`src/rtl/seq_signed_div.sv`:
```
// Iterative signed divider: 20-bit dividend / 5-bit divisor -> 15-bit quotient, 5-bit remainder.
// Magnitudes are divided with one radix-2 restoring step per clock, then signs are applied.
// Results are truncating (C semantics); out-of-range quotients saturate and flag overflow.
module seq_signed_div #(
   parameter int unsigned DIVIDEND_W = 20,
   parameter int unsigned DIVISOR_W  = 5,
   parameter int unsigned QUOT_W     = 15
) (
   input  logic                  clk,
   input  logic                  rst_n,
   input  logic                  div_en,
   input  logic [DIVIDEND_W-1:0] dividend,
   input  logic [DIVISOR_W-1:0]  divisor,
   output logic                  div_busy,
   output logic                  div_out_valid,
   output logic [QUOT_W-1:0]     quotient,
   output logic [DIVISOR_W-1:0]  remainder,
   output logic                  div_by_zero,
   output logic                  overflow
);

   localparam int unsigned           CntW     = $clog2(DIVIDEND_W);
   localparam logic [CntW-1:0]       LastStep = CntW'(DIVIDEND_W - 1);
   // Largest magnitudes representable in the signed quotient
   localparam logic [DIVIDEND_W-1:0] PosLim   = DIVIDEND_W'((64'd1 << (QUOT_W - 1)) - 64'd1);
   localparam logic [DIVIDEND_W-1:0] NegLim   = DIVIDEND_W'(64'd1 << (QUOT_W - 1));
   localparam logic [QUOT_W-1:0]     QSatPos  = {1'b0, {(QUOT_W - 1){1'b1}}};
   localparam logic [QUOT_W-1:0]     QSatNeg  = {1'b1, {(QUOT_W - 1){1'b0}}};

   typedef enum logic [1:0] {StIdle, StCalc, StDone} state_t;

   state_t                  state;
   logic [DIVIDEND_W-1:0]   dvd_abs;   // |dividend| shifting out MSB-first, quotient bits shift in
   logic [DIVISOR_W-1:0]    dsr_abs;
   logic [DIVISOR_W-1:0]    part_rem;  // always < |divisor| <= 16, so 5 bits suffice between steps
   logic [CntW-1:0]         step_cnt;
   logic                    sign_q;
   logic                    sign_r;

   logic [DIVISOR_W:0]      shifted;
   logic                    q_bit;
   logic [DIVISOR_W-1:0]    rem_next;
   logic [DIVIDEND_W-1:0]   dvd_next;
   logic                    ovf_calc;
   logic [QUOT_W-1:0]       quot_calc;
   logic [DIVISOR_W-1:0]    rem_calc;
   logic [DIVIDEND_W-1:0]   dividend_abs;
   logic [DIVISOR_W-1:0]    divisor_abs;

   // One restoring step plus the sign/saturation fix applied to the final step's result
   always_comb begin
      shifted  = {part_rem, dvd_abs[DIVIDEND_W-1]};
      q_bit    = (shifted >= {1'b0, dsr_abs});
      // Difference is below |divisor| when kept, so modulo-32 subtraction is exact
      rem_next = q_bit ? (shifted[DIVISOR_W-1:0] - dsr_abs) : shifted[DIVISOR_W-1:0];
      dvd_next = {dvd_abs[DIVIDEND_W-2:0], q_bit};

      ovf_calc = sign_q ? (dvd_next > NegLim) : (dvd_next > PosLim);
      if (ovf_calc) begin
         quot_calc = sign_q ? QSatNeg : QSatPos;
      end else begin
         quot_calc = sign_q ? -dvd_next[QUOT_W-1:0] : dvd_next[QUOT_W-1:0];
      end
      rem_calc = sign_r ? -rem_next : rem_next;

      // Most-negative operands map to 2^(W-1), which still fits unsigned
      dividend_abs = dividend[DIVIDEND_W-1] ? -dividend : dividend;
      divisor_abs  = divisor[DIVISOR_W-1] ? -divisor : divisor;
   end

   // Control FSM, datapath registers and registered outputs
   always_ff @(posedge clk or negedge rst_n) begin
      if (!rst_n) begin
         state         <= StIdle;
         dvd_abs       <= '0;
         dsr_abs       <= '0;
         part_rem      <= '0;
         step_cnt      <= '0;
         sign_q        <= 1'b0;
         sign_r        <= 1'b0;
         div_busy      <= 1'b0;
         div_out_valid <= 1'b0;
         quotient      <= '0;
         remainder     <= '0;
         div_by_zero   <= 1'b0;
         overflow      <= 1'b0;
      end else begin
         case (state)
            StIdle: begin
               if (div_en) begin
                  dvd_abs  <= dividend_abs;
                  dsr_abs  <= divisor_abs;
                  part_rem <= '0;
                  step_cnt <= '0;
                  sign_q   <= dividend[DIVIDEND_W-1] ^ divisor[DIVISOR_W-1];
                  sign_r   <= dividend[DIVIDEND_W-1];
                  div_busy <= 1'b1;
                  if (divisor == '0) begin
                     state         <= StDone;
                     div_out_valid <= 1'b1;
                     quotient      <= '1;
                     remainder     <= dividend[DIVISOR_W-1:0];
                     div_by_zero   <= 1'b1;
                     overflow      <= 1'b0;
                  end else begin
                     state <= StCalc;
                  end
               end
            end
            StCalc: begin
               part_rem <= rem_next;
               dvd_abs  <= dvd_next;
               step_cnt <= step_cnt + 1'b1;
               if (step_cnt == LastStep) begin
                  state         <= StDone;
                  div_out_valid <= 1'b1;
                  quotient      <= quot_calc;
                  remainder     <= rem_calc;
                  div_by_zero   <= 1'b0;
                  overflow      <= ovf_calc;
               end
            end
            StDone: begin
               state         <= StIdle;
               div_busy      <= 1'b0;
               div_out_valid <= 1'b0;
            end
            default: begin
               state <= StIdle;
            end
         endcase
      end
   end

endmodule

```
`config.mk`:
```
export PLATFORM = sky130hd
export DESIGN_NAME = seq_signed_div
export DESIGN_NICKNAME = d
export VERILOG_FILES = /design/src/rtl/seq_signed_div.sv
export SDC_FILE = /design/constraint.sdc
export NUM_CORES = 1
export LEC_CHECK = 0
export CORE_ASPECT_RATIO = 1.5
export CORE_MARGIN = 3
export CORE_UTILIZATION = 55
export DETAILED_ROUTE_END_ITERATION = 7
export PLACE_DENSITY = 0.87
export SYNTH_ARGS = -nofsm -noshare
export SYNTH_HDL_FRONTEND = slang
export SYNTH_SLANG_ARGS = --single-unit
export TNS_END_PERCENT = 1
```
`constraint.sdc`:
```
create_clock -name clk -period 3.6 [get_ports clk]
set_input_delay 0.36 -clock clk [delete_from_list [all_inputs] [get_ports clk]]
set_output_delay 0.36 -clock clk [all_outputs]
set_load 0.03 [all_outputs]
```
==> metrics.yaml <==
setup_viol_count_final: 0
ys_warn_count: 0
grt_pass1_vias: 3427
synth_nets: 451
layout.cells.non_filler: 539
dpl.hpwl_mm: 7.43
slew_headroom: 0.298
syn_area_per_cell_um2: 9.21
drv_cap: 0
setup.worst_path.class: "reg2reg"
rsz0062_at_grt: "false"
cts_buffers: 9
ir_worst_vdd_uv: 506
vias: 3438
dieWidth_um: 73.8
pin_count: 52
worstMarginPinSlew_ns: 1.05
clock-sinks: 63
place_congestion: 0.949
async_flop_share: 1.00
routed_wl_mm: 10.1
netlist_top_cells_count: "dfrtp_1 (63), nor2_1 (37), nand2_1 (35), o21ai_0 (32), xor2_1 (28)"
htree_num_levels: 3
critPathRequiredTime_ns: 3.84
outcome: "finished, final reports clean"
p_per_area_nw_per_um2: 932
grt_first_pass_wirelength_mm: 16.4
startpoint_type: "flop"
final_core_util: 0.692
area_growth_pct: 20.0
grt_max_degree: 46
antenna_found_initial: 0
initial_utilization: 0.577
synth_cells: 412
firstDrtPassIters: 7
syn_area_um2: 3790
critPathCaptureType: "flop"
fill_cells: 536
dp.cells: 524
ff2ff_setup_slack_ns: 0.24
min_period_over_period: 0.933
crit_path_start: "dvd_abs[19]"
nets: 498
n_antenna_cell: 0
clk_pin_slew_ns: 0.07
period_needed_ns: 3.36
fin_setup_tns_ns: 0
clk_latency_ns: 0.35
clock.fmax_ghz: 0.298
cp_max_fo: 7
die_area_um2: 7950
num_rows: 36
yosysMostFrequentCell: "dfrtp_1"
die_height_um: 108
synth_top_area_frac: 0.416
drtAntennaViolNets: 0
cts_tree: "built"
worst_ep_arrival_time_ns: 3.60
drc: 0
core_area_um2: 6580
synthTopCellsByArea: "dfrtp_1 (42%), xor2_1 (6.5%), o21ai_0 (4.2%)"
wl_per_cell_um: 18.7
reg2reg_from: "dvd_abs[19]"
finalHoldViolations: 0
drive_above_1_share: 0.0799
drtIter0Drc: 331
power_mw: 4.24
cts_hold_buf: 0
finClkSkew_ns: 0.0102
ys_ff_latch: 63
clock_path_buffers: 2
synth_cell_type_count: 55
overflow: 0
hold_slack_ns: 0.173
io_buffers: 51
hold_class: "in2async"
synth-edff-count: 0
ys_seq_area_frac: 0.416
p_leak_nw: 1.86
grt_use_total: 0.269
timing.final.max_slew_violations: 0
yosysTopAreaCell: "dfrtp_1"
cts_root_buffer: "clkbuf_8"
synth_flop_cell: "dfrtp_1"
viasPerCell: 6.38
==> cells by family after synthesis <==
kind of cell	Yosys count	synth area share
AO/OA/AOI/OAI	134	0.240
AND/OR/NAND/NOR	114	0.151
flip-flops	63	0.416
buffers and inverters	43	0.0442
XOR/XNOR	42	0.0970
adder cells (fa/ha/maj)	11	0.0383
multiplexers	5	0.0135
==> repair_timing <==
action                                  4_1_cts  5_1_grt
gates resized for setup                       0        1
setup buffers                                 0        0
endpoints found under the setup margin        0        3
==> path summary, 6_finish.rpt <==
check | end | cells after the start
min | overflow | 1
min in group clk | div_by_zero | 2
max in group asynchronous | dvd_abs[18] | 2
max | remainder[4] | 16
min reg2reg | div_by_zero | 2
max reg2reg | remainder[4] | 16
==> cell type report <==
class | count | area (um^2) | share of cell area
multi-input cells | 306 | 2050 | 0.451
flip-flops and latches | 63 | 1580 | 0.346
repair buffers | 59 | 566 | 0.124
clock buffers | 9 | 124 | 0.0272
well taps | 76 | 95.1 | 0.0209
inverters | 20 | 76.3 | 0.0168
clock inverters | 6 | 62.6 | 0.0137
==> placed cells by master (no fill, tap or decap), types with 4 or more instances in the layout <==
| master | instances |
|---|---|
| nor2_1 | 37 |
| a21oi_1 | 19 |
| clkbuf_8 | 9 |
| o21ai_1 | 5 |
| xnor2_1 | 14 |
| inv_1 | 18 |
| mux2i_1 | 4 |
| o211ai_1 | 5 |
| o31ai_1 | 11 |
| o22ai_1 | 17 |
| nand3_1 | 5 |
| or3_1 | 4 |
| o21ai_0 | 31 |
| buf_4 | 8 |
| a22oi_1 | 9 |
| nand2b_1 | 5 |
| o22a_1 | 12 |
| a211oi_1 | 4 |
| nand4_1 | 4 |
| ha_1 | 10 |
| dfrtp_1 | 63 |
| nand2_1 | 35 |
| nor3_1 | 7 |
| xor2_1 | 28 |
| clkdlybuf4s50_1 | 50 |
==> worst max-delay path, cell delays in order (launching register included) <==
cell and delay [ns]:
dfrtp_1 0.42, inv_1 0.07, ha_1 0.15, inv_1 0.05, fa_1 0.42, a21oi_1 0.21
nor2_1 0.13, or2_4 0.31, clkinv_2 0.11, mux2i_1 0.24, ha_1 0.20, inv_1 0.05
or3_1 0.30, o31ai_1 0.17, o21ba_2 0.19, xnor2_1 0.16, o21ai_1 0.07
==> metrics by stage <==
step	cell area [um^2]	setup WS (ns)
6_report	4550	0.240
5_1_grt	4550	0.0152
4_1_cts	4550	0.175
3_5_place_dp	4360	0.159
3_3_place_gp	4360	0.297
2_1_floorplan	3790	0.382
==> metal layers <==
| layer | wire (um) | share of wire | vias up | GRT usage |
|---|---|---|---|---|
| met5 | 0 | 0 | - | 0 |
| met4 | 283 | 0.028 | 0 | 0.106 |
| met3 | 513 | 0.051 | 35 | 0.0514 |
| met2 | 5390 | 0.54 | 145 | 0.475 |
| met1 | 3870 | 0.38 | 1675 | 0.313 |
| li1 | - | - | 1583 | - |
==> where the power goes <==
part	switching (mW)	internal, mW	total [mW]
sequential	0.345	1.04	1.39
clock	0.285	0.313	0.597
combinational	1.25	1.01	2.26
total	1.88	2.36	4.24
==> registers in the layout (all words and copies together) (netlist names) <==
signal	cells
div_busy	1
div_by_zero	1
div_out_valid	1
dsr_abs	5
dvd_abs	20
overflow	1
part_rem	5
quotient	15
remainder	5
sign_q	1
sign_r	1
state	2
step_cnt	5
(Power assumes the default switching activity.)
